<file path="src/rtl/uart_pkg.sv">
// Shared types and helpers for the byte UART transmitter.
package uart_pkg;

  typedef enum logic [2:0] {
    ST_IDLE,
    ST_START,
    ST_DATA,
    ST_PARITY,
    ST_STOP
  } uart_state_t;

  localparam int unsigned PARITY_NONE = 0;
  localparam int unsigned PARITY_EVEN = 1;
  localparam int unsigned PARITY_ODD  = 2;

  // Bits needed to count 0..n-1, never less than one.
  function automatic int unsigned cnt_width(input int unsigned n);
    return (n <= 2) ? 1 : $clog2(n);
  endfunction

endpackage

</file>
<file path="src/rtl/sync_fifo.sv">
// Single-clock FIFO; pointers carry an extra wrap bit so full and empty
// fall out of pointer comparison and the level is the pointer difference.
module sync_fifo
  import uart_pkg::*;
#(
  parameter int unsigned WIDTH = 8,
  parameter int unsigned DEPTH = 4
) (
  input  logic                           clk,
  input  logic                           rst,
  input  logic                           i_push,
  input  logic [WIDTH-1:0]               i_data,
  input  logic                           i_pop,
  output logic [WIDTH-1:0]               o_data,
  output logic                           o_full,
  output logic                           o_empty,
  output logic [$clog2(DEPTH+1)-1:0]     o_level
);

  localparam int unsigned AW = cnt_width(DEPTH);
  localparam int unsigned LW = $clog2(DEPTH + 1);

  logic [WIDTH-1:0] r_mem [DEPTH];
  logic [AW:0]      r_wr_ptr;
  logic [AW:0]      r_rd_ptr;
  logic [AW:0]      w_diff;
  logic             w_do_push;
  logic             w_do_pop;

  assign o_full    = (r_wr_ptr[AW] != r_rd_ptr[AW]) &&
                     (r_wr_ptr[AW-1:0] == r_rd_ptr[AW-1:0]);
  assign o_empty   = (r_wr_ptr == r_rd_ptr);
  assign w_do_push = i_push && !o_full;
  assign w_do_pop  = i_pop && !o_empty;
  assign w_diff    = r_wr_ptr - r_rd_ptr;
  assign o_level   = LW'(w_diff);
  assign o_data    = r_mem[r_rd_ptr[AW-1:0]];

  // Pointer update; full is judged from registered state only.
  always_ff @(posedge clk or posedge rst) begin
    if (rst) begin
      r_wr_ptr <= '0;
      r_rd_ptr <= '0;
    end else begin
      if (w_do_push) r_wr_ptr <= r_wr_ptr + 1'b1;
      if (w_do_pop)  r_rd_ptr <= r_rd_ptr + 1'b1;
    end
  end

  // Storage write; contents need no reset since the pointers gate reads.
  always_ff @(posedge clk) begin
    if (w_do_push) r_mem[r_wr_ptr[AW-1:0]] <= i_data;
  end

endmodule

</file>
<file path="src/rtl/byte_uart_tx.sv">
// Byte-wide UART transmitter with an input FIFO: 8 data bits LSB first,
// optional even/odd parity, one stop bit, back-to-back frames contiguous.
module byte_uart_tx
  import uart_pkg::*;
#(
  parameter int unsigned CLKS_PER_BIT = 434,
  parameter int unsigned FIFO_DEPTH   = 4,
  parameter int unsigned PARITY       = PARITY_NONE
) (
  input  logic                              clk,
  input  logic                              rst,
  input  logic [7:0]                        in_data,
  input  logic                              in_valid,
  output logic                              in_ready,
  output logic                              tx,
  output logic                              busy,
  output logic [$clog2(FIFO_DEPTH+1)-1:0]   fifo_level
);

  localparam int unsigned    BW        = cnt_width(CLKS_PER_BIT);
  localparam logic [BW-1:0]  BAUD_LAST = BW'(CLKS_PER_BIT - 1);

  uart_state_t   r_state;
  logic [BW-1:0] r_baud;
  logic [2:0]    r_bit_idx;
  logic [7:0]    r_data;
  logic          r_tx;

  logic [7:0]    w_fifo_data;
  logic          w_full;
  logic          w_empty;
  logic          w_pop;
  logic          w_baud_last;
  logic          w_parity;

  sync_fifo #(
    .WIDTH (8),
    .DEPTH (FIFO_DEPTH)
  ) u_fifo (
    .clk     (clk),
    .rst     (rst),
    .i_push  (in_valid),
    .i_data  (in_data),
    .i_pop   (w_pop),
    .o_data  (w_fifo_data),
    .o_full  (w_full),
    .o_empty (w_empty),
    .o_level (fifo_level)
  );

  assign w_baud_last = (r_baud == BAUD_LAST);
  assign w_parity    = (PARITY == PARITY_ODD) ? ~(^r_data) : ^r_data;
  // A byte leaves the FIFO when idle, or on the last stop cycle so the
  // next start bit follows with no gap.
  assign w_pop       = !w_empty &&
                       ((r_state == ST_IDLE) ||
                        ((r_state == ST_STOP) && w_baud_last));

  assign in_ready = !w_full;
  assign tx       = r_tx;
  assign busy     = (r_state != ST_IDLE) || (fifo_level != '0);

  // Frame sequencer: baud counter, bit index and registered line output.
  always_ff @(posedge clk or posedge rst) begin
    if (rst) begin
      r_state   <= ST_IDLE;
      r_baud    <= '0;
      r_bit_idx <= '0;
      r_data    <= '0;
      r_tx      <= 1'b1;
    end else begin
      case (r_state)
        ST_IDLE: begin
          r_baud <= '0;
          r_tx   <= 1'b1;
          if (w_pop) begin
            r_data  <= w_fifo_data;
            r_tx    <= 1'b0;
            r_state <= ST_START;
          end
        end

        ST_START: begin
          if (w_baud_last) begin
            r_baud    <= '0;
            r_bit_idx <= '0;
            r_tx      <= r_data[0];
            r_state   <= ST_DATA;
          end else begin
            r_baud <= r_baud + 1'b1;
          end
        end

        ST_DATA: begin
          if (w_baud_last) begin
            r_baud <= '0;
            if (r_bit_idx == 3'd7) begin
              if (PARITY != PARITY_NONE) begin
                r_tx    <= w_parity;
                r_state <= ST_PARITY;
              end else begin
                r_tx    <= 1'b1;
                r_state <= ST_STOP;
              end
            end else begin
              r_bit_idx <= r_bit_idx + 3'd1;
              r_tx      <= r_data[r_bit_idx + 3'd1];
            end
          end else begin
            r_baud <= r_baud + 1'b1;
          end
        end

        ST_PARITY: begin
          if (w_baud_last) begin
            r_baud  <= '0;
            r_tx    <= 1'b1;
            r_state <= ST_STOP;
          end else begin
            r_baud <= r_baud + 1'b1;
          end
        end

        ST_STOP: begin
          if (w_baud_last) begin
            r_baud <= '0;
            if (w_pop) begin
              r_data  <= w_fifo_data;
              r_tx    <= 1'b0;
              r_state <= ST_START;
            end else begin
              r_state <= ST_IDLE;
            end
          end else begin
            r_baud <= r_baud + 1'b1;
          end
        end

        default: begin
          r_baud  <= '0;
          r_tx    <= 1'b1;
          r_state <= ST_IDLE;
        end
      endcase
    end
  end

endmodule

</file>
<file path="config.mk">
export PLATFORM = sky130hd
export DESIGN_NAME = byte_uart_tx
export DESIGN_NICKNAME = d
export VERILOG_FILES = /design/src/rtl/uart_pkg.sv /design/src/rtl/sync_fifo.sv /design/src/rtl/byte_uart_tx.sv
export SDC_FILE = /design/constraint.sdc
export NUM_CORES = 1
export LEC_CHECK = 0
export BUFFER_PORTS_ARGS = -buffer_cell sky130_fd_sc_hd__buf_4
export CELL_PAD_IN_SITES_DETAIL_PLACEMENT = 0
export CELL_PAD_IN_SITES_GLOBAL_PLACEMENT = 1
export CORE_ASPECT_RATIO = 1.2
export CORE_MARGIN = 2
export CORE_UTILIZATION = 40
export CTS_BUF_LIST = sky130_fd_sc_hd__clkbuf_4
export CTS_CLUSTER_DIAMETER = 30
export CTS_CLUSTER_SIZE = 20
export DETAILED_ROUTE_END_ITERATION = 8
export PLACE_DENSITY = 0.67
export SLEW_MARGIN = 0
export SYNTH_ARGS = -nofsm -noshare
export SYNTH_HDL_FRONTEND = slang
export SYNTH_HIERARCHICAL = 1
export SYNTH_SLANG_ARGS = --single-unit
</file>
<file path="constraint.sdc">
create_clock -name clk -period 5.6 [get_ports clk]
set_input_delay 0.84 -clock clk [delete_from_list [all_inputs] [get_ports clk]]
set_output_delay 0.84 -clock clk [all_outputs]
set_load 0.005 [all_outputs]
</file>
## Word-level counts from Yosys, hierarchy flattened

Memory sizes are Yosys's and may differ from the RTL's.
Cells that the tools add are included.
W data, S select, Z words.

- Flip-flop bits (word level): 30
- Bits in writable memories: 32
- Input bits: 11
- Output and inout bits: 6
- Memories kept: 1

Memory list:

| memory | words | bits a word | rd ports | clocked after memory_dff | write ports | line | RTL |
|---|---|---|---|---|---|---|---|
| u_fifo.r_mem | 4 | 8 | 1 | 0 | 1 | sync_fifo.sv:23 | `logic [WIDTH-1:0] r_mem [DEPTH];` |

- $add $sub $neg: 5
- $lt $le $gt $ge: 1
- Equal/unequal tests: 17
- Multiplexer cells: 29
- Reductions and logical operators: 19

Operators with widths:

| cell | number |
|---|---|
| $mux W3 | 9 |
| $mux W9 | 2 |
| $mux W8 | 2 |
| $pmux W8 S2 | 1 |
| $pmux W3 S5 | 1 |
| $ne A2 B2 Y1 const B | 6 |
| $mux W1 | 11 |
| $add A3 B1 Y3 const B | 3 |
| $add A9 B1 Y9 const B | 1 |
| $eq A9 B9 Y1 const B | 1 |
| $eq A3 B2 Y1 const B | 2 |
| $eq A3 B3 Y1 const B | 2 |
| $pmux W3 S2 | 1 |
| $reduce_and A6 Y1 | 1 |
| $reduce_bool A3 Y1 | 2 |
| $logic_and A1 B1 Y1 | 5 |
| $pmux W1 S5 | 1 |
| $reduce_and A5 Y1 | 1 |
| $lt A3 B4 Y1 const B | 1 |
| $ne A2 B1 Y1 const B | 2 |
| $reduce_and A4 Y1 | 1 |
| $reduce_bool A2 Y1 | 2 |
| $reduce_or A4 Y1 | 1 |
| $bmux W1 S3 | 1 |
| 9 further kinds | 11 |

## Longest topological paths before layout

- Word-level depth: 7
- Depth in mapped cells: 11
- Depth with buffers taken out: 10

## Cells and area by module

The synthesis kept the hierarchy.

By module, submodules not included:

| module | instances | cells an instance | area each (um^2) | sequential area each (um^2) |
|---|---|---|---|---|
| sync_fifo | 1 | 88 | 1615.3 | 1111.1 |
| byte_uart_tx | 1 | 119 | 1310.0 | 601.8 |

## Worst setup path after synthesis

No wires, ideal clock.

- Path type: register -> output
- Start: register u_fifo.r_rd_ptr[1]
- End: output busy
- Data arrival time: 1.609 ns
- Required time: 4.760 ns
- Slack: 3.151 ns
- Stages on the path, launching flop included: 6
- Buffers on the path: 1
- Cells stage by stage: dfrtp_1 > clkbuf_1 > inv_1 > fa_1 > nor4_1 > nand2_1

- Word-level cells in the longest chain between the ends: 3

RTL lines:

| what | line | RTL |
|---|---|---|
| start, declared | sync_fifo.sv:25 | `logic [AW:0] r_rd_ptr;` |
| start signal, assigned | sync_fifo.sv:46 | `if (w_do_pop) r_rd_ptr <= r_rd_ptr + 1'b1;` |
| $sub A3 B3 Y3 | sync_fifo.sv:35 | `assign w_diff = r_wr_ptr - r_rd_ptr;` |
| named net fifo_level[1] | byte_uart_tx.sv:17 | `output logic [$clog2(FIFO_DEPTH+1)-1:0] fifo_level` |
| $reduce_bool A3 Y1 | byte_uart_tx.sv:61 | `assign busy = (r_state != ST_IDLE) \|\| (fifo_level != '0);` |
| $logic_or A1 B1 Y1 | byte_uart_tx.sv:61 |  |
| end, declared | byte_uart_tx.sv:16 | `output logic busy,` |

The timed path passes the listed nets, and every way through them passes these cells.

## Worst setup path in the final report

- Start: register u_fifo.r_rd_ptr[0]
- End: output busy

- Word-level cells in the longest chain between the ends: 3

RTL lines:

| what | line |
|---|---|
| $sub A3 B3 Y3 | sync_fifo.sv:35 |
| $reduce_bool A3 Y1 | byte_uart_tx.sv:61 |
| $logic_or A1 B1 Y1 | byte_uart_tx.sv:61 |

No other way between the ends.

==> impl_metrics.toml <==
[run_status]
status = "complete, no violations"

[power_and_ir_drop]
clock_power_share_pct = 17.0
ir_drop_mv = 0.2213
swShare_pct = 35.64
p_leak_uw = 0.001278
p_switching_uw = 583.2
p_int_uw = 1053
comb_power_share_pct = 38.0
p_per_area_nw_per_um2 = 503.6
seq_power_share_pct = 45.0

[logic_synthesis]
synth_top_family_by_area = "multiplexers"
syn_avg_cell_area_um2 = 14.13
synth_xor_area_share_pct = 2.951
yosys.area_share.simple_pct = 9.837
synth_fa_ha_area_share_pct = 5.389
ys.warnings.count = 6
synthMuxAreaShare_pct = 14.20
syn_inst = 207
seq_area_frac_synth_pct = 58.55
synth-edff-count = 32
netlist_area_um2 = 2925
synth-compound-area-share_pct = 5.346
ys.flop_type = "edfxtp_1"
async_reset_ff_share_pct = 48.39
syn_nets = 230
ys_types = 50
ys_seq_elements = 62

[grt]
grt_use_total_pct = 13.63
grt_overflow = 0
grt_pass1_wl_um = 8045
antenna_found_initial = 0
grt_pass1_vias = 1598
grt_max_degree = 25

[critical_path]
crit_path_end = "busy"
crit_family = "flip-flops"
max_stage_delay_ns = 0.75
worstReg2RegStart = "u_fifo/r_rd_ptr[0]$_DFFE_PP0P_"
r2r-end = "u_fifo/r_rd_ptr[1]$_DFFE_PP0P_"
crit_chain = "ha_1, inv_1, fa_1, nor4_1, nand2_1, buf_4"
setup.reg_to_reg.worst_slack_ns = 3.21
crit_start = "u_fifo/r_rd_ptr[0]$_DFFE_PP0P_"
end_kind = "primary output"
crit_fanout = 11
reg2regPathDepth = 8
crit_type = "reg2out"
worst-path-stages = 6
crit_buf_inv = 2
startpoint_type = "flip-flop"
cp_data_required_time_ns = 4.76
arrival_ns = 2.40
crit_path_top_delay_cell = "dfrtp_1"

[place]
place_area_um2 = 3124
dp.cells = 307
portBuffers = 16
dpl.hpwl_um = 3353
place_congestion = 0.7092

[finish]
syn2layout_area_growth_pct = 11.08
multiInputGateArea_um2 = 1104
layout_common_cells = "edfxtp_1 (32), dfrtp_1 (29), inv_1 (20), buf_4 (16), nor2_1 (12)"
final_common_cell = "edfxtp_1"
antennaDiodeCount = 0
finish.instance_area_um2 = 3249
final_util_pct = 45.20
final_nets = 251
num-fill-cells = 646
seq_area_um2 = 1713
layout.cells.non_filler = 323
drive_above_1_share_pct = 27.04

[clocking]
root_buffer = "clkbuf_4"
cts_sinks = 62
cts.clk_slew.worst_paths_ns = 0.10
cts_buffer_depth = 2
cts_tree = "yes"
postCtsSetupBuffers = 0
worstSkewPairLatency_ns = 0.40
hold_buffers = 0
htree_levels = 3
cts_buffers = 9
ctsResizeCount = 0

[timing]
maxSlewViolCount = 0
finClkSkew_ns = 0.01468
setup_tns_ns = 0
hold_viol = 0
finalCritPeriodShare_pct = 57.79
relSlewSlack_pct = 33.10
tightest_slew_ns = 1.004
rsz0062_at_grt = "false"
post-route-min-period_ns = 3.236
timing.fmax_ghz = 0.3090
setup_violations = 0

[drt]
vias = 1643
drtAntennaViolNets = 0
vias_per_cell = 5.087
drc = 0
drtIter0Drc = 47
drt_wl_total_um = 4756
wl_per_cell_um = 14.72
firstDrtPassIters = 4

[floorplanning]
die_w_um = 82.07
core_um2 = 7189
design.portCount = 17
die_h_um = 97.68
die_area_um2 = 8016
num_rows = 34
start_util_pct = 40.69

[flow_run]
cap_violations = 0

[worst_hold_path]
hold_class = "in2async"
-- worst min-delay path by stage --
stage,startpoint,endpoint,slack (ns),cells past startpoint
3_5_place_dp,r_data[1]$_DFFE_PP0P_,r_data[1]$_DFFE_PP0P_,0.50,1
4_1_cts,rst,u_fifo/r_rd_ptr[1]$_DFFE_PP0P_,0.35,2
3_3_place_gp,r_data[1]$_DFFE_PP0P_,r_data[1]$_DFFE_PP0P_,0.49,1
2_1_floorplan,r_data[1]$_DFFE_PP0P_,r_data[1]$_DFFE_PP0P_,0.48,1
6_report,rst,u_fifo/r_wr_ptr[2]$_DFFE_PP0P_,0.37,2
5_1_grt,rst,u_fifo/r_rd_ptr[0]$_DFFE_PP0P_,0.37,2
-- cell families (layout without fill, tap and decap cells) --
family | count (synthesis) | count (layout)
AO/OA/AOI/OAI | 22 | 22
XOR/XNOR | 9 | 9
adder cells (fa/ha/maj) | 12 | 12
buffers and inverters | 26 | 52
flip-flops | 62 | 62
multiplexers | 28 | 28
AND/OR/NAND/NOR | 48 | 48
-- synth_stat cells, types with 2 or more instances --
| master | n | area, um^2 |
|---|---|---|
| nand3_1 | 5 | 25.02 |
| buf_4 | 2 | 15.01 |
| nor2_1 | 12 | 45.04 |
| nor3_1 | 3 | 15.01 |
| nand2_1 | 10 | 37.54 |
| mux2i_1 | 7 | 70.07 |
| xnor2_1 | 7 | 61.31 |
| or3_1 | 2 | 12.51 |
| buf_2 | 3 | 15.01 |
| ha_1 | 11 | 137.6 |
| a21oi_1 | 2 | 10.01 |
| edfxtp_1 | 32 | 960.9 |
| dfrtp_1 | 29 | 725.7 |
| o21ai_0 | 6 | 30.03 |
| a31o_2 | 2 | 17.52 |
| mux2_2 | 9 | 101.4 |
| and3_1 | 4 | 25.02 |
| mux4_2 | 9 | 202.7 |
| inv_1 | 20 | 75.07 |
| mux2_4 | 2 | 30.03 |
-- through the flow --
stage	hold WS, ns	total power (uW)	setup WS [ns]
after CTS	0.3460	1670	2.256
after global routing	0.3653	1782	2.105
final	0.3742	1637	2.364
after detailed placement	0.4974	1386	2.719
after floorplan	0.4787	1204	3.151
after global placement	0.4914	1377	2.729
-- routing by layer --
layer | vias to the layer above | track usage [%] | routed length, um
met1 | 813 | 18.23 | 2196
met5 | - | 0 | 0
met2 | 24 | 20.26 | 2353
met4 | 0 | 6.795 | 82
li1 | 800 | - | -
met3 | 6 | 3.625 | 123
-- sequential cells by signal, indices dropped and copies added (netlist names) --
signal / flops
u_fifo/r_mem: 32
r_baud: 9
r_data: 8
r_bit_idx: 3
r_state: 3
u_fifo/r_rd_ptr: 3
u_fifo/r_wr_ptr: 3
tx: 1
-- worst register-to-register path: stages, from the launching register on --
cell and delay [ns]:
dfrtp_1 0.75, ha_1 0.39, nand2_1 0.18, nor2_1 0.07, inv_1 0.11, nand3_2 0.22
inv_1 0.17, o21ai_2 0.09, mux2_4 0.30
-- power groups by stage --
stage          Clock, uW  Combinational (uW)  Sequential (uW)
6_report             278                 622              736
5_1_grt              316                 706              761
4_1_cts              293                 637              740
3_5_place_dp           0                 635              751
3_3_place_gp           0                 630              747
2_1_floorplan          0                 516              688
-- cell type report --
class | count | area share [%]
well taps | 90 | 3.466
clock inverters | 7 | 1.771
inverters | 20 | 2.310
repair buffers | 16 | 3.697
clock buffers | 9 | 2.079
multi-input cells | 119 | 33.96
flip-flops and latches | 62 | 52.71
(Power assumes the default switching activity.)
